File: config.mk
export PLATFORM = sky130hd
export DESIGN_NAME = seg7_scan
export DESIGN_NICKNAME = d
export VERILOG_FILES = /design/src/rtl/seg7_pkg.sv /design/src/rtl/seg7_enc.sv /design/src/rtl/seg7_scan.sv
export SDC_FILE = /design/constraint.sdc
export NUM_CORES = 1
export LEC_CHECK = 0
export ABC_AREA = 1
export CORE_MARGIN = 2
export CORE_UTILIZATION = 59
export DETAILED_ROUTE_END_ITERATION = 8
export PLACE_DENSITY_LB_ADDON = 0.08
export SLEW_MARGIN = 10
export SYNTH_ARGS = -nofsm -noshare
export SYNTH_HDL_FRONTEND = slang
export SYNTH_SLANG_ARGS = --single-unit
File: constraint.sdc
create_clock -name clk -period 3.5 [get_ports clk]
set_input_delay 0.875 -clock clk [delete_from_list [all_inputs] [get_ports clk]]
set_output_delay 0.875 -clock clk [all_outputs]
set_load 0.01 [all_outputs]
File: src/rtl/seg7_pkg.sv
// Shared types and segment patterns for the two-digit seven-segment scanner.
// All segment codes are active-low, ordered {g,f,e,d,c,b,a}.
package seg7_pkg;

   typedef enum logic [1:0] {
      S_D0   = 2'd0,
      S_GAP0 = 2'd1,
      S_D1   = 2'd2,
      S_GAP1 = 2'd3
   } state_e;

   localparam logic [6:0] SEG_OFF  = 7'h7F;
   localparam logic [6:0] SEG_DASH = 7'h3F;

   // Entry i holds the pattern for decimal digit i.
   localparam logic [9:0][6:0] SEG_DIG = {
      7'h10, 7'h00, 7'h78, 7'h02, 7'h12,
      7'h19, 7'h30, 7'h24, 7'h79, 7'h40
   };

endpackage

File: src/rtl/seg7_enc.sv
// Combinational BCD to active-low seven-segment encoder.
// Non-decimal codes (10-15) render as a dash.
module seg7_enc
   import seg7_pkg::*;
(
   input  logic [3:0] bcd,
   output logic [6:0] seg
);

   always_comb begin
      seg = SEG_DASH;
      if (bcd < 4'd10) begin
         seg = SEG_DIG[bcd];
      end
   end

endmodule

File: src/rtl/seg7_scan.sv
// Two-digit multiplexed common-anode display driver with inter-digit blanking.
// Optional leading-zero blanking of the tens digit: define SEG7_SCAN_LZB_EN.
module seg7_scan
   import seg7_pkg::*;
#(
   parameter int DIGIT_CYC = 50000,
   parameter int GAP_CYC   = 16
) (
   input  logic       clk,
   input  logic       rst,
   input  logic [3:0] d_0,
   input  logic [3:0] d_1,
   output logic [6:0] seg,
   output logic [1:0] an,
   output logic       frame_tick
);

   localparam int MAX_CYC = (DIGIT_CYC > GAP_CYC) ? DIGIT_CYC : GAP_CYC;
   localparam int CNT_W   = $clog2((MAX_CYC < 2) ? 2 : MAX_CYC);
   localparam logic [CNT_W-1:0] DIG_LAST = CNT_W'(DIGIT_CYC - 1);
   localparam logic [CNT_W-1:0] GAP_LAST = CNT_W'((GAP_CYC > 0) ? (GAP_CYC - 1) : 0);
   localparam bit NO_GAP = (GAP_CYC == 0);

   state_e           state_q, state_d;
   logic [CNT_W-1:0] cnt_q, cnt_d;
   logic [3:0]       dig0_q, dig0_d;
   logic [3:0]       dig1_q, dig1_d;
   logic [6:0]       seg_q, seg_d;
   logic [1:0]       an_q, an_d;
   logic             tick_q, tick_d;

   logic             last;
   logic             enter_d0;
   logic [3:0]       enc_in;
   logic [6:0]       enc_seg;

   seg7_enc u_enc (
      .bcd (enc_in),
      .seg (enc_seg)
   );

   always_comb begin
      state_d  = state_q;
      cnt_d    = cnt_q + CNT_W'(1);
      last     = 1'b0;
      enter_d0 = 1'b0;
      dig0_d   = dig0_q;
      dig1_d   = dig1_q;
      enc_in   = dig1_q;
      seg_d    = SEG_OFF;
      an_d     = 2'b11;
      tick_d   = 1'b0;

      if (state_q == S_D0 || state_q == S_D1) begin
         last = (cnt_q == DIG_LAST);
      end else begin
         last = NO_GAP || (cnt_q == GAP_LAST);
      end

      if (last) begin
         cnt_d = '0;
         case (state_q)
            S_D0:    state_d = NO_GAP ? S_D1 : S_GAP0;
            S_GAP0:  state_d = S_D1;
            S_D1:    state_d = NO_GAP ? S_D0 : S_GAP1;
            S_GAP1:  state_d = S_D0;
            default: state_d = S_GAP1;
         endcase
      end

      // Digits are captured on the edge entering S_D0, and that same edge
      // already displays the freshly captured units value.
      enter_d0 = (state_d == S_D0) && (state_q != S_D0);
      if (enter_d0) begin
         dig0_d = d_0;
         dig1_d = d_1;
      end
      tick_d = enter_d0;
      enc_in = (state_d == S_D0) ? dig0_d : dig1_d;

      case (state_d)
         S_D0: begin
            an_d  = 2'b10;
            seg_d = enc_seg;
         end
         S_D1: begin
`ifdef SEG7_SCAN_LZB_EN
            if (dig1_d != 4'd0) begin
               an_d  = 2'b01;
               seg_d = enc_seg;
            end
`else
            an_d  = 2'b01;
            seg_d = enc_seg;
`endif
         end
         default: begin
            an_d  = 2'b11;
            seg_d = SEG_OFF;
         end
      endcase
   end

   always_ff @(posedge clk) begin
      if (!rst) begin
         state_q <= S_GAP1;
         cnt_q   <= '0;
         dig0_q  <= 4'd0;
         dig1_q  <= 4'd0;
         seg_q   <= SEG_OFF;
         an_q    <= 2'b11;
         tick_q  <= 1'b0;
      end else begin
         state_q <= state_d;
         cnt_q   <= cnt_d;
         dig0_q  <= dig0_d;
         dig1_q  <= dig1_d;
         seg_q   <= seg_d;
         an_q    <= an_d;
         tick_q  <= tick_d;
      end
   end

   assign seg        = seg_q;
   assign an         = an_q;
   assign frame_tick = tick_q;

endmodule

; ---- Word level (Yosys, flattened, before mapping)
; Memories as Yosys holds them, arrays and structs flattened.
; Cells that the tools add are included.
[word_totals]
reg_bits = 36
rom_bits = 112
in_bits = 10
out_inout_bits = 10
wordCells = 37
memories = 1
[mem_list]
columns = memory, depth, word_bits, rd, rd_ports_with_merged_regs, write_ports, line_no
row1 = (no name shown), 16, 7, 1, 0, 0, seg7_enc.sv:13  ; seg = SEG_DIG[bcd];
[op_classes]
addsub = 1
magnitude_cmp = 2
eq_ne = 6
mux = 9
bitwise_logic = 1
n_reduce_logical = 9
[op_table]
columns = op, count
row1 = adder 16 x 1 -> 16 bit (second input constant), 1
row2 = == test 16 bit (second input constant), 1
row3 = == test 16 x 4 -> 1 bit (second input constant), 1
row4 = two-way mux 7 bit, 2
row5 = two-way mux 4 bit, 3
row6 = case mux 2 bit (4 select lines), 1
row7 = == test 2 bit (second input constant), 3
row8 = less-than comparator 4 x 5 -> 1 bit (second input constant), 1
row9 = logical NOT 2 bit, 2
row10 = less-than comparator 4 bit (second input constant), 1
row11 = case mux 2 bit (2 select lines), 1
row12 = OR reduction 2 bit, 2
row13 = AND reduction 3 bit, 1
row14 = == test 2 x 1 -> 1 bit (second input constant), 1
row15 = two-way mux 2 bit, 1
row16 = AND reduction 2 bit, 1
row17 = nonzero test 2 bit, 1
row18 = logical AND 1 bit, 1
row19 = logical OR 1 bit, 1
row20 = two-way mux 1 bit, 1
row21 = NOT 1 bit, 1

; ---- Depth between registers and ports, before layout
[depth]
depth_word = 11
ltp_mapped = 19
depth_no_buf = 19

; ---- By module
; Synthesis repeated with hierarchy kept, for this count alone.
[unflattened]
cells_unflattened = 257
area_unflattened_um2 = 1881.8
[by_module_without_submodules]
columns = mod, instances, cells_per_inst, area_each_um2, seq_area_each_um2
row1 = seg7_scan, 1, 223, 1697.9, 720.7
row2 = seg7_enc, 1, 34, 183.9, 0.0

; ---- Least setup slack after synthesis
; OpenSTA, ideal clock, no wires.
[synth_path]
path_type = flip-flop to flip-flop
startpoint = register cnt_q[0]
endpoint = register seg_q[0] (netlist: seg[0])
setup_time_ps = 121
t_arrival_ps = 2068
required_time_ps = 3379
path_slack_ps = 1312
path_stages_with_launch = 18
n_path_buf = 0
synth_period_minus_slack_ps = 2188
path_cell_list = dfxtp_1 -> ha_1 -> nand2_1 -> inv_2 -> nand2_1 -> nor2_4 -> nand4_2 -> nand2_4 -> nand3_4 -> nand2_1 -> inv_1 -> o21ai_1 -> inv_1 -> ha_1 -> inv_1 -> nand2_1 -> nand3_1 -> nand2_1
[synth_via]
elab_chain_cells = 9
elab_cells_between_ends = 15
cone_classes = order compare: 1 / eq/ne: 3 / mux: 6 / reduce/logical: 4 / memory: 1
[synth_rtl]
columns = item, line_no
row1 = "start, declared", seg7_scan.sv:25  ; logic [CNT_W-1:0] cnt_q, cnt_d;
row2 = "start signal, assigned", seg7_scan.sv:115  ; cnt_q <= cnt_d;
row3 = == test 16 x 4 -> 1 bit / == test 16 bit (equally long branches), "seg7_scan.sv:57, seg7_scan.sv:55"
row4 = two-way mux 1 bit (*), seg7_scan.sv:54  ; if (state_q == S_D0 || state_q == S_D1) begin
row5 = two-way mux 2 bit (*), seg7_scan.sv:60  ; if (last) begin
row6 = logical NOT 2 bit, "seg7_scan.sv:73, seg7_scan.sv:79, seg7_scan.sv:81"
row7 = logical AND 1 bit, seg7_scan.sv:73  ; enter_d0 = (state_d == S_D0) && (state_q != S_D0);
row8 = two-way mux 4 bit, seg7_scan.sv:74  ; if (enter_d0) begin
row9 = two-way mux 4 bit, seg7_scan.sv:79  ; enc_in = (state_d == S_D0) ? dig0_d : dig1_d;
row10 = memory (16 x 7 bit) / less-than comparator 4 bit (equally long branches), --
row11 = two-way mux 7 bit (not written as such) / AND reduction 3 bit (equally long branches), --
row12 = "end signal, assigned", seg7_scan.sv:118  ; seg_q <= seg_d;
row13 = "end, declared", seg7_scan.sv:28  ; logic [6:0] seg_q, seg_d;
; Every way passes the cells marked *; elsewhere a longest branch is shown, timed or not. The select of a mux whose other input is x is not followed.
; A chain may end at the register's enable or synchronous reset.

; ---- Worst setup path in the final report
[layout_path]
startpoint = register cnt_q[0]
endpoint = register seg_q[3] (netlist: seg[3])
; Same word-level chain as after synthesis.

==> flow_summary.json <==
{
  "clock_sink_count": 36,
  "cts.reportedPaths.clkPinSlew_ns": 0.10,
  "power.static_leakage_nw": 0.878,
  "period_share_pct": 71.3,
  "placement_rows": 19,
  "cts.repair_timing.setup_buffer_count": 0,
  "cp_slowest_stage_delay_ns": 0.37,
  "synth.largest_area_cell": "dfxtp_1",
  "synth_area_sq_mm": 0.00175,
  "maxCapViolations": 0,
  "ir_drop_mv": 0.263,
  "cp.buffers_inverters": 4,
  "synth-async-reset-ratio_pct": 0,
  "place_area_sq_mm": 0.00197,
  "synth_fp_nets": 241,
  "dp_hpwl_mm": 2.52,
  "tightestPinTransition_ns": 0.523,
  "report.final.slew_viol_count": 0,
  "timing.critical_path.cells": "ha_1 > nand2_1 > inv_2 > nand2_1 > nor2_4 > nand4_2 > nand2_4 > nand3_4 > nand2_1 > inv_1 > o21ai_1 > inv_1 > ha_1 > inv_1 > nand2_1 > nand3_1 > nand2_1",
  "buffer_depth_of_the_longest_clock_path": 2,
  "finalHoldViolations": 0,
  "synth-seq-cells": 36,
  "finalInstanceArea_sq_mm": 0.00202,
  "crit_path_start_kind": "register",
  "fillCellCount": 220,
  "net_sw_share_pct": 22.5,
  "vias": 1466,
  "initial_utilization_pct": 62.8,
  "setup_tns_ns": 0,
  "cp_top_family": "simple AND/OR/NAND/NOR gates",
  "clock_tree_from_tritoncts": "yes",
  "synth_edf_count": 0,
  "final_common_cell": "nand2_1",
  "number_of_global_route_vias_before_repair": 1441,
  "critical_path.max_fanout": 10,
  "floorplan.core_area_sq_mm": 0.00278,
  "detailedRoute.firstPassIterationCount": 4,
  "die_w_microns": 58.4,
  "global_route_usage_over_all_layers_pct": 22.8,
  "nNetsFinal": 266,
  "end_kind": "register",
  "power.internal_uw": 498,
  "insertion_delay_ns": 0.34,
  "switching_power_summed_over_all_nets_uw": 144,
  "ys_warn_count": 0,
  "crit_required_ns": 3.74,
  "postLayoutCoreUtil_pct": 72.5,
  "detailedRoute.firstIterationViolations": 68,
  "cts_made_buffers": 5,
  "worst_ep_arrival_time_ns": 2.74,
  "clk_root_buffer_cell": "clkbuf_4",
  "crit_type": "register to register",
  "ys_seq_area_share_pct": 41.3,
  "wire_per_inst_microns": 11.7,
  "netlist.area_leader.share_pct": 41.3,
  "min_path_type": "register to register",
  "power.density_cell_area_mw_per_mm2": 318,
  "layout.cells.most_common_list": "54 x nand2_1, 36 x dfxtp_1, 22 x nor2_1",
  "result_of_the_run": "finished clean",
  "power.clock.fraction_pct": 32.3,
  "critical_path_depth": 17,
  "worst_path_most_repeated_cell": "nand2_1",
  "grt_start_max_net_pins": 17,
  "whs_path_depth": 1,
  "share_comb_of_total_power_pct": 3.2,
  "layout-drive-gt1-share_pct": 13.3,
  "post_synth_inst_count": 223,
  "area_growth_syn_to_layout_pct": 15.6,
  "detail_route.wirelength_mm": 3.26,
  "grt_pass1_wl_mm": 5.75,
  "ant_nets": 0,
  "drc_errors": 0,
  "drt-vias-per-instance": 5.25,
  "port-buffer-count": 19,
  "setup_viol": 0,
  "maxClockFrequency_mhz": 401,
  "period_needed_ns": 2.50,
  "post_synth_num_cell_types": 29,
  "sequentialPowerShare_pct": 64.5,
  "top_ff_cell_synth": "dfxtp_1",
  "postCtsHoldBufs": 0,
  "n_antenna_cell": 0,
  "post_cts.resized_instances": 0,
  "num_io_pins": 20,
  "yosys-top-cells-area": "dfxtp_1 41%, nand2_1 12%, ha_1 5.7%, nand3_1 4.9%, nor2_1 4.7%",
  "number_of_antenna_violations_at_the_first_check_in_global_routing": 0,
  "grt_setup_unrepaired": "no",
  "grt_overflow": 0,
  "fp.dieArea_sq_mm": 0.00341,
  "relSlewSlack_pct": 65.0,
  "die_height_microns": 58.4,
  "worstRegToRegCells": 17,
  "fin_skew_ns": 0.00713,
  "timing.critical_path.slowest_stage_cell": "dfxtp_1",
  "synth.avg_cell_area_sq_um": 7.83,
  "cts-htree-levels": 2,
  "place.gp.congestion": 0.829
}
[flip-flops by register name, indices dropped and copies added (netlist names)]
name / count
cnt_q: 16
seg: 7
dig0_q: 4
dig1_q: 4
an: 2
state_q: 2
frame_tick: 1
[Yosys cell counts, types with 2 or more instances]
cell     number
nand3_1      17
nand2_1      54
inv_2         7
nand4_2       2
nor3b_1       2
nor3_1        5
nor2_1       22
ha_1          8
xor2_1        7
inv_1        21
nand2_4       3
a21oi_1       8
o21ai_0       2
nand4_1       8
nor2_4        2
dfxtp_1      36
nand3_2       4
nand2_2       4
[worst paths after layout]
kind / startpoint / end / slack, ns
setup / recovery: cnt_q[0]$_SDFF_PP0_ / seg[3]$_SDFF_PN1_ / 1.00
hold / removal: cnt_q[0]$_SDFF_PP0_ / cnt_q[0]$_SDFF_PP0_ / 0.47
setup reg to reg: cnt_q[0]$_SDFF_PP0_ / seg[3]$_SDFF_PN1_ / 1.00
hold reg to reg: cnt_q[0]$_SDFF_PP0_ / cnt_q[0]$_SDFF_PP0_ / 0.47
[power groups by stage]
stage	clock (mW)	sequential [mW]	combinational, mW
2_1_floorplan	0	0.423	0.00791
3_3_place_gp	0	0.423	0.0202
3_5_place_dp	0	0.424	0.0204
4_1_cts	0.213	0.414	0.0206
5_1_grt	0.233	0.415	0.0232
6_report	0.207	0.414	0.0208
[stage by stage]
| stage | hold slack [ns] | setup slack (ns) | power, mW | instances |
|---|---|---|---|---|
| global placement | 0.431 | 1.03 | 0.444 | 272 |
| finish | 0.471 | 1.00 | 0.642 | 279 |
| CTS | 0.471 | 1.00 | 0.647 | 279 |
| detailed placement | 0.454 | 1.01 | 0.444 | 272 |
| global route | 0.510 | 0.718 | 0.672 | 279 |
| floorplan | 0.418 | 1.31 | 0.431 | 223 |
[final cells by class]
cell class / instances / area (sq um) / share of cell area [%]
clock buffer: 6 / 41.3 / 2.05
clock inverter: 1 / 5.00 / 0.248
timing repair buffer: 19 / 190 / 9.43
multi-input combinational: 156 / 906 / 44.9
inverter: 30 / 115 / 5.71
tap: 31 / 38.8 / 1.92
sequential: 36 / 721 / 35.7
[logic make-up (layout without fill, tap and decap cells)]
group	count (synthesis)	count (layout)	synth area share, %
AOI/OAI and AO/OA	14	14	4.88
xor gates and xnor gates	8	8	4.01
adders and majority gates	8	8	5.73
buffers and inverters	31	56	6.81
DFF	36	36	41.3
and+or+nand+nor	126	126	37.3
[per-layer routing]
layer  up-vias  part of all wire [%]  wire (microns)  track usage [%]
met5         -                     0               0                0
met4         0                   3.0              97             11.3
met3        11                   3.0              99             9.01
met2        19                    52            1710             41.6
met1       678                    41            1350             21.9
li1        758                     -               -                -
Power figures use the tool's default switching activity.
